<file path="src/rtl/scsi_sd_pkg.sv">
// Shared types and sizes for the SCSI target <-> block-storage sector bridge.
package scsi_sd_pkg;

  localparam int SECTOR_BYTES = 512;
  localparam int SECTOR_AW    = 9;
  localparam int CNT_W        = SECTOR_AW + 1;

  typedef enum logic [2:0] {
    IDLE,
    RD_CMD,
    RD_DATA,
    WR_CMD,
    WR_FETCH,
    WR_DATA,
    ACK
  } state_t;

endpackage

</file>
<file path="src/rtl/scsi_sd_bridge.sv">
// Moves one 512-byte sector per SCSI io request between the target buffers and block storage.
// Optional LBA range check against CAPACITY is enabled with `define SCSI_SD_BOUNDS_CHECK_EN.
module scsi_sd_bridge
  import scsi_sd_pkg::*;
#(
  parameter logic [31:0] BASE_LBA = 32'd0,
  parameter logic [31:0] CAPACITY = 32'd41056
) (
  input  logic                 clk,
  input  logic                 rst_n,
  input  logic [31:0]          io_lba,
  input  logic                 io_rd,
  input  logic                 io_wr,
  output logic                 io_ack,
  output logic                 io_err,
  output logic [SECTOR_AW-1:0] sd_buff_addr,
  output logic [7:0]           sd_buff_dout,
  output logic                 sd_buff_wr,
  input  logic [7:0]           sd_buff_din,
  output logic [31:0]          blk_lba,
  output logic                 blk_rd,
  output logic                 blk_wr,
  input  logic                 blk_ack,
  input  logic [7:0]           blk_din,
  input  logic                 blk_din_valid,
  output logic [7:0]           blk_dout,
  output logic                 blk_dout_valid,
  input  logic                 blk_dout_ready
);

`ifdef SCSI_SD_BOUNDS_CHECK_EN
  localparam bit BOUNDS_EN = 1'b1;
`else
  localparam bit BOUNDS_EN = 1'b0;
`endif

  state_t           state, state_nx;
  logic [CNT_W-1:0] count;
  logic             err_q;
  logic             last;
  logic             out_of_range;

  assign last         = (count == CNT_W'(SECTOR_BYTES - 1));
  assign out_of_range = BOUNDS_EN && (io_lba >= CAPACITY);

  always_ff @(posedge clk) begin
    if (!rst_n) state <= IDLE;
    else        state <= state_nx;
  end

  always_comb begin
    state_nx       = state;
    io_ack         = 1'b0;
    io_err         = 1'b0;
    blk_rd         = 1'b0;
    blk_wr         = 1'b0;
    blk_dout_valid = 1'b0;
    case (state)
      IDLE: begin
        if (io_rd || io_wr) begin
          if (out_of_range) state_nx = ACK;
          else if (io_rd)   state_nx = RD_CMD;
          else              state_nx = WR_CMD;
        end
      end
      RD_CMD: begin
        blk_rd = 1'b1;
        if (blk_ack) state_nx = RD_DATA;
      end
      RD_DATA: begin
        if (blk_din_valid && last) state_nx = ACK;
      end
      WR_CMD: begin
        blk_wr = 1'b1;
        if (blk_ack) state_nx = WR_FETCH;
      end
      WR_FETCH: state_nx = WR_DATA;
      WR_DATA: begin
        blk_dout_valid = 1'b1;
        if (blk_dout_ready) state_nx = last ? ACK : WR_FETCH;
      end
      ACK: begin
        io_ack   = 1'b1;
        io_err   = err_q;
        state_nx = IDLE;
      end
      default: state_nx = IDLE;
    endcase
  end

  // Buffer address runs one byte ahead during writes so sd_buff_din is
  // already valid when WR_FETCH loads blk_dout (2 cycles per byte).
  always_ff @(posedge clk) begin
    if (!rst_n) begin
      count        <= '0;
      sd_buff_addr <= '0;
      sd_buff_wr   <= 1'b0;
      blk_lba      <= '0;
      err_q        <= 1'b0;
    end else begin
      sd_buff_wr <= 1'b0;
      case (state)
        IDLE: begin
          if (io_rd || io_wr) begin
            blk_lba      <= io_lba + BASE_LBA;
            count        <= '0;
            sd_buff_addr <= '0;
            err_q        <= out_of_range;
          end
        end
        RD_DATA: begin
          if (blk_din_valid) begin
            sd_buff_wr   <= 1'b1;
            sd_buff_addr <= count[SECTOR_AW-1:0];
            count        <= count + 1'b1;
          end
        end
        WR_FETCH: begin
          if (!last) sd_buff_addr <= sd_buff_addr + 1'b1;
        end
        WR_DATA: begin
          if (blk_dout_ready && !last) count <= count + 1'b1;
        end
        default: ;
      endcase
    end
  end

  always_ff @(posedge clk) begin
    if (state == RD_DATA && blk_din_valid) sd_buff_dout <= blk_din;
    if (state == WR_FETCH)                 blk_dout     <= sd_buff_din;
  end

endmodule

</file>
<file path="config.mk">
export PLATFORM = sky130hd
export DESIGN_NAME = scsi_sd_bridge
export DESIGN_NICKNAME = d
export VERILOG_FILES = /design/src/rtl/scsi_sd_pkg.sv /design/src/rtl/scsi_sd_bridge.sv
export SDC_FILE = /design/constraint.sdc
export NUM_CORES = 1
export LEC_CHECK = 0
export BUFFER_PORTS_ARGS = -buffer_cell sky130_fd_sc_hd__buf_2
export CORE_MARGIN = 1.5
export CORE_UTILIZATION = 52
export DETAILED_ROUTE_END_ITERATION = 8
export PLACE_DENSITY = 0.81
export SYNTH_ARGS = -nofsm -noshare
export SYNTH_HDL_FRONTEND = slang
export SYNTH_SLANG_ARGS = --single-unit
</file>
<file path="constraint.sdc">
create_clock -name clk -period 4.2 [get_ports clk]
set_input_delay 0.84 -clock clk [delete_from_list [all_inputs] [get_ports clk]]
set_output_delay 0.84 -clock clk [all_outputs]
set_load 0.01 [all_outputs]
</file>
; ---- Yosys cells after proc, flatten, opt, wreduce, memory -nomap -nowiden
; Index checks and enable logic that the tools add are counted.
[totals]
output_inout_bits = 63
inputBits = 55
regBits = 71
elab_cells = 58
[op_classes]
eq_ne = 15
n_mux = 21
n_reduce_logical = 13
addsub = 2
[ops]
columns = cell, n
row1 = 2-to-1 mux 10 bit, 3
row2 = case mux 10 bit (3 select lines), 1
row3 = 2-to-1 mux 9 bit, 3
row4 = case mux 9 bit (3 select lines), 1
row5 = case mux 3 bit (6 select lines), 1
row6 = != test 2 bit (second input constant), 8
row7 = 2-to-1 mux 3 bit, 5
row8 = adder 10 x 1 -> 10 bit (second input constant), 1
row9 = equality test 10 x 9 -> 1 bit (second input constant), 1
row10 = adder 9 x 1 -> 9 bit (second input constant), 1
row11 = equality test 3 bit (second input constant), 3
row12 = AND reduction 4 bit, 2
row13 = equality test 3 x 2 -> 1 bit (second input constant), 2
row14 = nonzero test 3 bit, 2
row15 = 2-to-1 mux 1 bit, 5
row16 = AND reduction 5 bit, 1
row17 = 2-to-1 mux 2 bit, 2
row18 = AND reduction 2 bit, 2
row19 = equality test 3 x 1 -> 1 bit (second input constant), 1
row20 = logical AND 1 bit, 3
row21 = zero test 3 bit, 1
row22 = zero test 1 bit, 1
row23 = logical OR 1 bit, 1

; ---- Longest topological paths before layout
; Gate-level depths: netlist of the first run.
[logic_depth]
ltp_word = 5
ltp_mapped = 6
mapped_depth_nobuf = 5

; ---- Worst setup path before layout of the first run
; OpenSTA, ideal clock, no wires.
[synth_path]
kind = input to register
start = in io_rd
end = reg state[0]
arrival_ns = 1.861
n_path_buf = 0
t_required_ns = 4.042
slack_ns = 2.181
cell_stages = 4
setup_time_ns = 0.158
cell_sequence = nor3_1 -> nor2_1 -> o311ai_0 -> o22ai_1
[synth_between]
elab_chain_cells = 3
[synth_lines]
columns = element, line_no
row1 = from (decl), scsi_sd_bridge.sv:12  ; input logic io_rd,
row2 = logical OR 1 bit, scsi_sd_bridge.sv:60  ; if (io_rd || io_wr) begin
row3 = != test 2 bit (no line), --
row4 = AND reduction 5 bit (no line), --
row5 = to (signal assigned), scsi_sd_bridge.sv:48  ; else state <= state_nx;
row6 = to (decl), scsi_sd_bridge.sv:37  ; state_t state, state_nx;
; No other way between the ends.
; A chain may end at the register's enable or synchronous reset.

; ---- Worst setup path in the final report of the first run
[layout_path]
start = reg state[1]
end = reg sd_buff_addr[6]
[layout_between]
elab_chain_cells = 3
elab_cells_between_ends = 9
cone_classes = 5 x eq/ne / 1 x mux / 3 x reduce/logical
[layout_lines]
columns = element, line_no
row1 = "equality test 3 bit, or another cell as far along", scsi_sd_bridge.sv:102  ; case (state)
row2 = != test 2 bit (no line) / nonzero test 3 bit (equally long branches), --
row3 = AND reduction 4 bit (no line), --
row4 = to (signal assigned), scsi_sd_bridge.sv:114  ; sd_buff_addr <= count[SECTOR_AW-1:0];
row5 = to (signal assigned), scsi_sd_bridge.sv:119  ; if (!last) sd_buff_addr <= sd_buff_addr + 1'b1;
row6 = to (decl), scsi_sd_bridge.sv:16  ; output logic [SECTOR_AW-1:0] sd_buff_addr,
; Several ways; a longest one is shown, not always the timed one.

==> results of run 1 <==
[worst max-delay path: stages, from the launching register on]
cell and delay [ns]:
dfxtp_1 0.66, nor3b_1 1.03, a22oi_1 0.26, nor2_1 0.52
o221a_2 0.28
[through the flow]
step / cells / instance area, um^2 / power [uW]
after floorplan: 348 / 3090 / 1580
after detailed placement: 514 / 3660 / 1850
after global placement: 514 / 3660 / 1820
final: 530 / 3880 / 2420
after global routing: 530 / 3880 / 2580
after CTS: 530 / 3880 / 2430
[placed cells by master (no fill, tap or decap), types with 2 or more instances in the layout]
cell	n
buf_2	116
a32o_1	2
a211oi_1	2
nand3b_1	4
o21ai_0	7
nor2_1	9
nand3_1	16
xnor2_1	2
or2_2	2
mux2i_1	3
nand2_1	80
a22oi_1	8
or4_1	2
edfxtp_1	16
ha_1	3
dfxtp_1	55
inv_1	7
nor3_1	3
nand4_1	6
o31ai_1	3
a21oi_1	43
nand2b_1	3
and3_1	3
or3_1	9
o32ai_1	4
o221a_2	4
clkinv_2	2
clkbuf_8	9
bufinv_16	2
nor4_1	2
nor3b_1	3
o22ai_1	4
[metal layers]
| metal | up-vias | share of wire (%) | routed length, um | global-route usage [%] |
|---|---|---|---|---|
| met5 | - | 0 | 0 | 0 |
| met2 | 106 | 48 | 3600 | 38.0 |
| li1 | 1460 | - | - | - |
| met1 | 1369 | 41 | 3040 | 28.6 |
| met4 | 0 | 1.7 | 126 | 11.7 |
| met3 | 11 | 8.9 | 657 | 6.59 |
[cells by family after synthesis]
group                    after synthesis
AND/OR/NAND/NOR                      151
other                                  1
buffers and inverters                 31
XOR/XNOR                               2
multiplexers                           3
AO/OA/AOI/OAI                         86
adder cells (fa/ha/maj)                3
flip-flops                            71
[final cells by class]
class | instances | area (um^2)
Sequential cell | 71 | 1580
Multi-Input combinational cell | 246 | 1380
Timing Repair Buffer | 117 | 588
Tap cell | 72 | 90.1
Fill cell | 493 | 1730
Clock inverter | 6 | 85.1
Inverter | 8 | 30.0
Clock buffer | 10 | 128
[path summary, 6_finish.rpt]
path | endpoint | depth (start not counted) | slack, ns | from
min | blk_lba[18] | 2 | 0.45 | blk_lba[18]
max reg2reg | sd_buff_addr[6] | 4 | 1.39 | state[1]
max | sd_buff_addr[6] | 4 | 1.39 | state[1]
min reg2reg | blk_lba[18] | 2 | 0.45 | blk_lba[18]
[where the power goes]
group | switching, uW | internal, uW | total, uW
combinational | 519 | 327 | 845
clock | 248 | 334 | 582
sequential | 132 | 858 | 990
total | 899 | 1520 | 2420
[state kept, by name, indices dropped and copies added, names as in the netlist]
| signal | count |
|---|---|
| blk_dout | 8 |
| sd_buff_addr | 9 |
| count | 10 |
| sd_buff_dout | 8 |
| sd_buff_wr | 1 |
| state | 3 |
| blk_lba | 32 |
==> impl_metrics.yaml, run 1 <==
status:
  run_status: "completed"
place:
  io_buffers: 116
  hpwlAfterDp_mm: 5.12
  dp_slack_ns: 1.50
  place.gp.congestion: 0.857
grt:
  antenna_found_initial: 0
  grt_pass1_vias: 2676
  grt_max_degree: 47
  track_usage_pct: 23.5
  overflow: 0
  grt_pass1_wl_mm: 11.7
routing:
  drt-wirelength-per-cell_um: 14.0
  dr_total_vias: 2946
  ant_nets: 0
  wl_mm: 7.42
  viasPerCell: 5.56
  drc_errors: 0
  dr.pass1.iters: 5
  drt_iter0_markers: 146
sta:
  hold_viol: 0
  worst_pin_slew_ns: 1.21
  drv_slew: 0
  setup_ws_ns: 1.39
  relSlewSlack_pct: 19.5
  max_freq_mhz: 356
  period_needed_ns: 2.81
  fin_crit_sh_pct: 66.9
  hold_slack_ns: 0.450
  final.setup.tns_ns: 0
  setup_viol: 0
  rsz0062_at_grt: "no"
  skew_ns: 0.0112
final_layout:
  finalNetCount: 511
  n_antenna_cell: 0
  drive_above_1_share_pct: 31.7
  utilization_pct: 69.1
  syn2layout_area_growth_pct: 25.5
setup_path:
  end_kind: "register"
  worstPathMaxFanout: 19
  startpoint_type: "register"
  crit_type: "register to register"
  arrival_ns: 3.09
  critPathRequiredTime_ns: 4.48
synthesis:
  syn_inst: 348
  synthDistinctLibCells: 52
  synth_area_um2: 3090
  synth_top_cell_by_area: "dfxtp_1"
  synth-edff-count: 16
  synth-async-reset-ratio_pct: 0
  ys_seq_area_share_pct: 51.2
  ys.warnings.count: 0
  synth_compound_area_share_pct: 17.9
  synth_top_family_by_area: "simple AND/OR/NAND/NOR gates"
  synth_flop_cell: "dfxtp_1"
  yosys.cell_count.top_type: "nand2_1"
  syn_avg_cell_area_um2: 8.88
  synth_fa_ha_area_share_pct: 1.21
  synth_fp_nets: 406
  ys_top_cells_by_count: "nand2_1 (80), dfxtp_1 (55), a21oi_1 (43)"
  synth_top_area_share_pct: 35.6
  synth_mux_area_share_pct: 0.972
  synth.ff_latch_count: 71
  synth_area_leaders: "dfxtp_1 (36%), edfxtp_1 (16%), nand2_1 (9.7%), a21oi_1 (7.0%), nand3_1 (2.6%)"
  synth_xor_area_share_pct: 0.567
  synthSimpleGateAreaFrac_pct: 23.5
cts:
  clkSinkCount: 71
  cts_resized: 0
  postCtsHoldBufs: 0
  cts_setup_buffers: 0
  clk_pin_slew_ns: 0.07
  clk_latency_ns: 0.34
  cts_buffer_depth: 2
  htree_levels: 3
  root_buffer: "clkbuf_8"
  cts_tree: "built"
  cts_buffers: 9
pwr:
  irDropWorstVdd_uv: 431
  p_leak_uw: 0.00166
  powerDensity_nw_per_um2: 623
hold_path:
  min_path_type: "register to register"
floorplan:
  num_rows: 27
  pin_count: 118
  die_area_um2: 6410
  die_w_um: 80.1
  die_h_um: 80.1
  core_area_um2: 5610
  initial_core_util_pct: 55.1
run:
  maxCapViolCount: 0
(Power assumes the default switching activity.)
==> run 2, diff against run 1 <==
CORE_UTILIZATION = 44   (was 52)
PLACE_DENSITY = 0.73   (was 0.81)
clock period = 2.4 ns   (was 4.2 ns; I/O delays follow)
==> run 2 against run 1 <==
Effect of this change:
- utilization down 11 points
- non-clock buffer count up 9
- critical endpoint is now sd_buff_addr[3]
- critical path type unchanged
- critical path depth up 1
- largest power group unchanged
- first-iteration DRC count up 12%
- die area up 17%
- clock skew down 0.0035 ns
- count of clock-buffer cells in the layout up 2
- sequential power up 72%
==> impl_metrics.yaml, run 2 (synthesis gave the netlist of run 1 again) <==
cts:
  htree_levels: 3
  cts_setup_buffers: 0
  cts_buffer_depth: 2
  clk_latency_ns: 0.34
  cts_tree: "built"
  clk_pin_slew_ns: 0.07
  root_buffer: "clkbuf_8"
  clkSinkCount: 71
  cts_buffers: 9
  postCtsHoldBufs: 0
  cts_resized: 0
sta:
  skew_ns: 0.00771
  hold_viol: 0
  final.setup.tns_ns: 0
  worst_pin_slew_ns: 0.519
  fin_crit_sh_pct: 82.8
  hold_slack_ns: 0.311
  relSlewSlack_pct: 65.4
  max_freq_mhz: 503
  rsz0062_at_grt: "no"
  setup_viol: 0
  period_needed_ns: 1.99
  drv_slew: 0
grt:
  track_usage_pct: 19.7
  grt_max_degree: 34
  antenna_found_initial: 0
  grt_pass1_vias: 2548
  overflow: 0
  grt_pass1_wl_mm: 11.7
routing:
  dr.pass1.iters: 5
  viasPerCell: 5.15
  drt_iter0_markers: 164
  wl_mm: 7.40
  drt-wirelength-per-cell_um: 13.1
  ant_nets: 0
  dr_total_vias: 2899
  drc_errors: 0
setup_path:
  worst-path-stages: 5
  startpoint_type: "register"
  worst-r2r-cell-count: 5
  path_buf_inv: 0
  critPathCapture: "sd_buff_addr[3]"
  timing.rr.end: "sd_buff_addr[3]"
  cp_slowest_cell: "or4_4"
  arrival_ns: 2.20
  worstPathMaxFanout: 9
  end_kind: "register"
  crit_chain: "ha_1 > nand3_1 > or4_4 > a21oi_1 > a211oi_1"
  cp_slowest_stage_delay_ns: 0.70
  rr_startpoint: "count[0]"
  critPathTopFamily: "simple AND/OR/NAND/NOR gates"
  critPathRequiredTime_ns: 2.62
  crit_type: "register to register"
  timing.critical_path.from: "count[0]"
  regToRegSetupSlack_ns: 0.41
pwr:
  powerDensity_nw_per_um2: 1060
  p_leak_uw: 0.00169
  power_uw: 4190
  irDropWorstVdd_uv: 499
place:
  placed_cells: 547
  io_buffers: 116
  hpwlAfterDp_mm: 5.19
  place.gp.congestion: 0.842
floorplan:
  num_rows: 30
  die_w_um: 86.8
  die_area_um2: 7540
  initial_core_util_pct: 45.5
  pin_count: 118
  core_area_um2: 6790
  die_h_um: 86.8
final_layout:
  top_regs: "blk_lba (32), count (10), sd_buff_addr (9)"
  largest-register: "blk_lba"
  n_fill_cell: 606
  layout_commonest_cell: "buf_2"
  final_cell_mix: "buf_2 (116), nand2_1 (80), dfxtp_1 (55), a21oi_1 (43)"
  largest_reg_flops: 32
  finalNetCount: 520
  fin_cells: 563
  n_antenna_cell: 0
  drive_above_1_share_pct: 33.2
  syn2layout_area_growth_pct: 28.0
  utilization_pct: 58.2
status:
  run_status: "completed"
hold_path:
  min_path_type: "input port to register"
run:
  maxCapViolCount: 0
## run 2: cell count changes in the layout (fill, tap and decap cells not counted)
cell        delta
clkinv_2       -1
clkbuf_8       +3
buf_4          +9
clkinvlp_4     +2
inv_4          -1
bufinv_16      -2
clkbuf_1       -1
## run 2: worst min-delay path by stage
stage / to / slack [ns] / depth (start not counted) / from
2_1_floorplan: blk_lba[0] / 0.48 / 2 / blk_lba[0]
3_3_place_gp: blk_lba[7] / 0.44 / 2 / blk_lba[7]
3_5_place_dp: blk_lba[6] / 0.44 / 2 / blk_lba[6]
4_1_cts: sd_buff_dout[4] / 0.30 / 1 / blk_din[4]
5_1_grt: sd_buff_dout[0] / 0.29 / 1 / blk_din[0]
6_report: sd_buff_dout[4] / 0.31 / 1 / blk_din[4]
## run 2: worst reg2reg max path: stages (launching register included)
cell and delay, ns:
dfxtp_1 0.42, ha_1 0.22, nand3_1 0.28, or4_4 0.70, a21oi_1 0.18, a211oi_1 0.06
## run 2: layer usage
metal / wire length, um / share of wire, % / global-route usage, %
met3: 606 / 8.2 / 5.71
met1: 3210 / 43 / 25.3
met4: 105 / 1.4 / 7.48
met2: 3470 / 47 / 31.4
met5: 0 / 0 / 0
## run 2: final cells by class
type | count | area (um^2) | share of cell area (%)
Clock buffer | 12 | 165 | 4.17
Clock inverter | 4 | 28.8 | 0.727
Inverter | 8 | 30.0 | 0.759
Multi-Input combinational cell | 246 | 1380 | 34.8
Sequential cell | 71 | 1580 | 40.0
Tap cell | 96 | 120 | 3.04
Timing Repair Buffer | 126 | 656 | 16.6
## run 2: power by group
part           internal, uW  switching [uW]  total [uW]
Combinational           639             953        1590
Clock                   460             440         900
Sequential             1500             197        1700
## run 2: stage by stage
stage,worst slack [ns],instance area (um^2)
after global placement,0.467,3760
after CTS,0.425,3960
final,0.413,3960
after floorplan,0.601,3090
after global routing,0.301,3960
after detailed placement,0.433,3760
